`src/rtl/issue_select_unit.sv`:
```
// rtl/issue_select_unit.sv - round-robin single-FU issue select with fixed-latency wakeup schedule
// Optional perf counters (perf_grant_cnt, perf_conflict_cnt) enabled by defining ISSUE_SELECT_PERF_CNT_EN.
module issue_select_unit #(
    parameter int NUM_SLOTS = 8,
    parameter int PDST_W    = 7,
    parameter int MAX_LAT   = 4,
    parameter int LAT_W     = $clog2(MAX_LAT + 1),
    parameter int IDX_W     = (NUM_SLOTS > 1) ? $clog2(NUM_SLOTS) : 1
) (
    input  logic                        clk,
    input  logic                        reset,
    input  logic [NUM_SLOTS-1:0]        slot_request,
    input  logic [NUM_SLOTS-1:0]        slot_writes_rd,
    input  logic [NUM_SLOTS*PDST_W-1:0] slot_pdst,
    input  logic [NUM_SLOTS*LAT_W-1:0]  slot_lat,
    input  logic                        fu_ready,
    input  logic                        kill,
    input  logic                        ext_wb_valid,
    input  logic [PDST_W-1:0]           ext_wb_pdst,
    output logic [NUM_SLOTS-1:0]        slot_grant,
    output logic                        issue_valid,
    output logic [IDX_W-1:0]            issue_slot_idx,
    output logic [PDST_W-1:0]           issue_pdst,
    output logic                        wakeup_0_valid,
    output logic [PDST_W-1:0]           wakeup_0_pdst,
    output logic                        wakeup_1_valid,
    output logic [PDST_W-1:0]           wakeup_1_pdst
`ifdef ISSUE_SELECT_PERF_CNT_EN
    ,
    output logic [31:0]                 perf_grant_cnt,
    output logic [31:0]                 perf_conflict_cnt
`endif
);

    localparam int                 LAT_SPAN  = 1 << LAT_W;
    localparam logic [LAT_W-1:0]   MAX_LAT_V = LAT_W'(MAX_LAT);
    localparam logic [IDX_W-1:0]   LAST_IDX  = IDX_W'(NUM_SLOTS - 1);

    logic [MAX_LAT-1:0]   sched_valid;
    logic [PDST_W-1:0]    sched_pdst [MAX_LAT];
    logic [LAT_SPAN-1:0]  sched_valid_ext;
    logic [IDX_W-1:0]     rr_ptr;

    logic [NUM_SLOTS-1:0] conflict;
    logic [NUM_SLOTS-1:0] elig;
    logic [NUM_SLOTS-1:0] grant;
    logic [IDX_W-1:0]     grant_idx;
    logic                 grant_any;
    logic [LAT_W-1:0]     g_lat;
    logic [PDST_W-1:0]    g_pdst;
    logic                 g_wrd;

    // Entry L is the one that will sit at L-1 next cycle, where a new wakeup would land.
    always_comb begin
        sched_valid_ext = '0;
        sched_valid_ext[MAX_LAT-1:0] = sched_valid;
        conflict = '0;
        elig     = '0;
        for (int i = 0; i < NUM_SLOTS; i++) begin
            logic [LAT_W-1:0] lat_i;
            lat_i = slot_lat[i*LAT_W +: LAT_W];
            if (slot_writes_rd[i] && (lat_i < MAX_LAT_V)) begin
                conflict[i] = sched_valid_ext[lat_i];
            end
            elig[i] = slot_request[i] & fu_ready & ~kill & reset & ~conflict[i];
        end
    end

    always_comb begin
        grant     = '0;
        grant_idx = '0;
        grant_any = 1'b0;
        for (int k = 0; k < NUM_SLOTS; k++) begin
            int j;
            j = int'(rr_ptr) + k;
            if (j >= NUM_SLOTS) begin
                j = j - NUM_SLOTS;
            end
            if (!grant_any && elig[IDX_W'(j)]) begin
                grant_any = 1'b1;
                grant_idx = IDX_W'(j);
            end
        end
        if (grant_any) begin
            grant[grant_idx] = 1'b1;
        end
    end

    assign slot_grant = grant;

    always_comb begin
        g_lat  = '0;
        g_pdst = '0;
        g_wrd  = 1'b0;
        for (int i = 0; i < NUM_SLOTS; i++) begin
            if (grant[i]) begin
                g_lat  = slot_lat[i*LAT_W +: LAT_W];
                g_pdst = slot_pdst[i*PDST_W +: PDST_W];
                g_wrd  = slot_writes_rd[i];
            end
        end
    end

    // A new wakeup overrides the shift into its entry; a flush drops everything in flight.
    always_ff @(posedge clk or negedge reset) begin
        if (!reset) begin
            sched_valid <= '0;
            for (int k = 0; k < MAX_LAT; k++) begin
                sched_pdst[k] <= '0;
            end
        end else if (kill) begin
            sched_valid <= '0;
        end else begin
            for (int k = 0; k < MAX_LAT; k++) begin
                if (grant_any && g_wrd && (g_lat == LAT_W'(k + 1))) begin
                    sched_valid[k] <= 1'b1;
                    sched_pdst[k]  <= g_pdst;
                end else if (k < MAX_LAT - 1) begin
                    sched_valid[k] <= sched_valid[k+1];
                    sched_pdst[k]  <= sched_pdst[k+1];
                end else begin
                    sched_valid[k] <= 1'b0;
                end
            end
        end
    end

    assign wakeup_0_valid = sched_valid[0];
    assign wakeup_0_pdst  = sched_pdst[0];

    always_ff @(posedge clk or negedge reset) begin
        if (!reset) begin
            rr_ptr         <= '0;
            issue_valid    <= 1'b0;
            issue_slot_idx <= '0;
            issue_pdst     <= '0;
        end else begin
            issue_valid <= grant_any;
            if (grant_any) begin
                rr_ptr         <= (grant_idx == LAST_IDX) ? '0 : grant_idx + IDX_W'(1);
                issue_slot_idx <= grant_idx;
                issue_pdst     <= g_pdst;
            end
        end
    end

    always_ff @(posedge clk or negedge reset) begin
        if (!reset) begin
            wakeup_1_valid <= 1'b0;
            wakeup_1_pdst  <= '0;
        end else begin
            wakeup_1_valid <= ext_wb_valid;
            wakeup_1_pdst  <= ext_wb_pdst;
        end
    end

`ifdef ISSUE_SELECT_PERF_CNT_EN
    logic conflict_stall;
    assign conflict_stall = (|slot_request) & fu_ready & ~kill & ~grant_any;

    always_ff @(posedge clk or negedge reset) begin
        if (!reset) begin
            perf_grant_cnt    <= '0;
            perf_conflict_cnt <= '0;
        end else begin
            if (grant_any) begin
                perf_grant_cnt <= perf_grant_cnt + 32'd1;
            end
            if (conflict_stall) begin
                perf_conflict_cnt <= perf_conflict_cnt + 32'd1;
            end
        end
    end
`endif

    generate
        for (genvar gi = 0; gi < NUM_SLOTS; gi++) begin : g_lat_chk
            a_lat_legal: assert property (@(posedge clk) disable iff (!reset)
                slot_request[gi] |-> ((slot_lat[gi*LAT_W +: LAT_W] != '0) &&
                                      (slot_lat[gi*LAT_W +: LAT_W] <= MAX_LAT_V)));
        end
    endgenerate

endmodule

```
`config.mk`:
```
export PLATFORM = sky130hd
export DESIGN_NAME = issue_select_unit
export DESIGN_NICKNAME = d
export VERILOG_FILES = /design/src/rtl/issue_select_unit.sv
export SDC_FILE = /design/constraint.sdc
export NUM_CORES = 1
export LEC_CHECK = 0
export ABC_AREA = 1
export BUFFER_PORTS_ARGS = -buffer_cell sky130_fd_sc_hd__buf_2
export CAP_MARGIN = 20
export CORE_AREA = 2 2 141 130
export CTS_CLUSTER_DIAMETER = 30
export CTS_CLUSTER_SIZE = 8
export DETAILED_ROUTE_END_ITERATION = 16
export DIE_AREA = 0 0 143 132
export SYNTH_ARGS = -nofsm -noshare
export SYNTH_HDL_FRONTEND = slang
export SYNTH_SLANG_ARGS = --single-unit
export TNS_END_PERCENT = 5
```
`constraint.sdc`:
```
create_clock -name clk -period 6.1 [get_ports clk]
set_input_delay 0.61 -clock clk [delete_from_list [all_inputs] [get_ports clk]]
set_output_delay 0.61 -clock clk [all_outputs]
set_load 0.005 [all_outputs]
```
==> summary.txt <==
Clock network
  – CTS tree: done
  – Clk Latency, worst-skew pair: 300 ps
  – Clock buffer depth: 2
  – Cts hold-fix bufs: 0
  – Htree depth: 2
  – Clock-pin slew of the registers on the worst-case setup and hold paths: 70 ps
  – CTS root buf: clkbuf_16
  – Setup repair bufs after CTS: 0
  – Num CTS Buffers: 5
  – Total clock sinks: 54
  – Post-cts sizing count: 0

Place
  – HPWL Detailed: 11900 um
  – # port buffers: 142
  – Post-Place Cells: 1030
  – Placement Setup Slack: 974 ps
  – Routability congestion estimate from global placement: 0.889

Yosys
  – Dominant cells by area after synthesis: dfrtp_1 32%, nand2_1 18%, nand3_1 17%
  – Register bit count reported by yosys: 54
  – Number of synthesized flops with an enable pin: 0
  – Mapped Cells: 675
  – FFs w/ async S/R, synth: 100%
  – Top cells by count, synth: 204 x nand2_1, 147 x nand3_1, 86 x inv_1
  – Net count after synthesis: 786
  – Netlist Area Pre-Place: 4280 um^2
  – Yosys top cell by area: dfrtp_1
  – Synth Area per Inst: 6.34 um^2
  – Synth warn: 0
  – Count leader, synth: nand2_1
  – Primary FF master, synth: dfrtp_1
  – Share of Yosys cell area claimed by the top area cell type: 31.6%
  – Netlist cell types: 34
  – Sequential-to-total area share from yosys stat: 31.6%

Setup path
  – Largest stage delay on the critical path: 600 ps
  – Crit-path leading delay family: simple AND/OR/NAND/NOR gates
  – CP bufs+invs: 3
  – Slowest-stage cell, CP: dfrtp_1
  – Worst path arrival time: 5300 ps
  – Setup Crit Path Kind: reg2reg
  – Crit path cell chain: inv_1 -> ha_1 -> inv_1 -> nand3_1 -> nand2_1 -> nand2_1 -> nand2_1 -> nand2_1 -> nor2_2 -> a21oi_1 -> nor2_1 -> nand3_1 -> nand2_1 -> inv_2 -> nand3_1 -> nor2_1 -> nor3_2 -> nand4_2 -> nor2_4 -> nand2_2 -> nand2_1 -> nand3_1 -> nand2_1
  – Startpoint Class: flop
  – Reg2reg setup slack: 1040 ps
  – Most used cell, CP: nand2_1
  – Peak fanout along the critical path: 16
  – R2R Path Start: rr_ptr[0]
  – Worst r2r dst: wakeup_0_pdst[5]
  – Path depth of the worst reg2reg path: 23
  – Critical Path End Type: flop
  – Critical path required time: 6340 ps

Timing
  – RSZ-0062 raised after global routing: no
  – Final worst-path cycle share: 83.0%
  – Final Skew: 6.46 ps
  – Slew Limit Fails: 0
  – Fmax: 197 MHz
  – Slew of the pin with the lowest slew margin: 743 ps
  – Worst rel slew slack: 50.0%
  – Worst Slack Setup Final: 1040 ps
  – Final min period: 5060 ps
  – TNS Setup: 0 ps
  – Final setup fails: 0
  – Min Hold Slack: 418 ps
  – Final Hold Vio Count: 0

Layout
  – N_diodes: 0
  – Layout Cells excl Fill: 1038
  – Area of the multi-input gates: 2360 um^2
  – FF+latch area: 1350 um^2
  – # nets final: 908
  – Layout area overhead: 22.9%
  – Layout cells sized above 1: 23.9%
  – # fillers: 1936

Worst hold path
  – Hold Crit Depth: 1
  – Worst Hold Class: in2reg
  – Hold EP: wakeup_1_pdst[3]
  – HP Start: ext_wb_pdst[3]

Die
  – Initial cell density of the core: 24.7%
  – Die Ht: 132 um
  – Floorplan Core Area: 17300 um^2
  – Die area: 18900 um^2
  – Num rows: 46
  – Chip Width: 143 um
  – I/O pin count: 143

Global route
  – Largest net degree at the start of global routing: 55
  – Grt ovf: 0
  – Vias in the first global route: 4587
  – Global-route wire length before repair: 24300 um
  – Total GRT Usage: 16.0%
  – Initial antenna violation count: 0

Status
  – Status: completed

Route
  – DR WL/cell: 14.2 um
  – Antenna violation net count after detailed routing: 0
  – Vias: 4771
  – Detailed-route DRC error count: 0
  – Drt total wl: 14800 um
  – Drt first pass iters: 5
  – Vias per cell: 4.60
  – Initial DRC count: 449

Run
  – Max_cap viols: 0
==> worst max-delay path by stage <==
stage / depth (start not counted) / start / to
5_1_grt: 25 / rr_ptr[0] / wakeup_0_pdst[2]
4_1_cts: 23 / rr_ptr[0] / wakeup_0_pdst[5]
3_3_place_gp: 25 / kill / wakeup_0_pdst[5]
6_report: 23 / rr_ptr[0] / wakeup_0_pdst[5]
3_5_place_dp: 25 / kill / wakeup_0_pdst[5]
2_1_floorplan: 27 / rr_ptr[0] / wakeup_0_pdst[1]
==> registers in the layout, indices dropped and copies added, names as in the netlist <==
register        count
sched_pdst         21
sched_valid         4
wakeup_1_valid      1
wakeup_1_pdst       7
issue_pdst          7
wakeup_0_pdst       7
issue_valid         1
issue_slot_idx      3
rr_ptr              3
==> through the flow <==
step	instance area, um^2	utilization (%)
2_1_floorplan	4280	-
3_3_place_gp	5110	29.5
3_5_place_dp	5110	29.5
4_1_cts	5260	30.4
5_1_grt	5260	30.4
6_report	5260	30.4
==> area by class of cell <==
cell class / instances / area share (%)
Clock buffer: 5 / 2.38
Tap cell: 240 / 5.71
Clock inverter: 3 / 0.547
Inverter: 95 / 6.82
Sequential cell: 54 / 25.7
Multi-Input combinational cell: 495 / 44.8
Timing Repair Buffer: 146 / 14.1
==> cells by family after synthesis <==
| group | count (synthesis) | synth area share (%) |
|---|---|---|
| simple gates | 464 | 50.4 |
| buf+inv | 126 | 13.4 |
| flops | 54 | 31.6 |
| compound gates | 24 | 2.92 |
| xor+xnor | 4 | 0.818 |
| fa+ha+maj | 3 | 0.877 |
==> placed cells by master (no fill, tap or decap), types with 2 or more instances in the layout <==
cell	instances
inv_1	86
nor3_2	4
o21ai_0	4
xor2_1	2
nand3_2	3
xnor2_1	2
nand2_2	4
ha_1	3
o21ai_1	8
nand4_1	20
nor2_2	5
nand3_1	147
nor2_4	6
nor3_1	3
a21oi_1	10
buf_2	142
buf_4	4
inv_2	8
nor2_1	59
nand2_1	204
nand3b_1	2
clkbuf_16	5
dfrtp_1	54
==> metal layers <==
metal / track usage, % / vias to the layer above / wire length, um / part of all wire [%]
li1: - / 2396 / - / -
met1: 23.2 / 2182 / 7080 / 48
met2: 25.2 / 180 / 6620 / 45
met3: 2.94 / 13 / 908 / 6.1
met4: 2.64 / 0 / 172 / 1.2
met5: 0 / - / 0 / 0
Power is left out: the tool's default activity adds up to more than one toggle a clock period on the data nets, which glitch-free logic cannot reach.
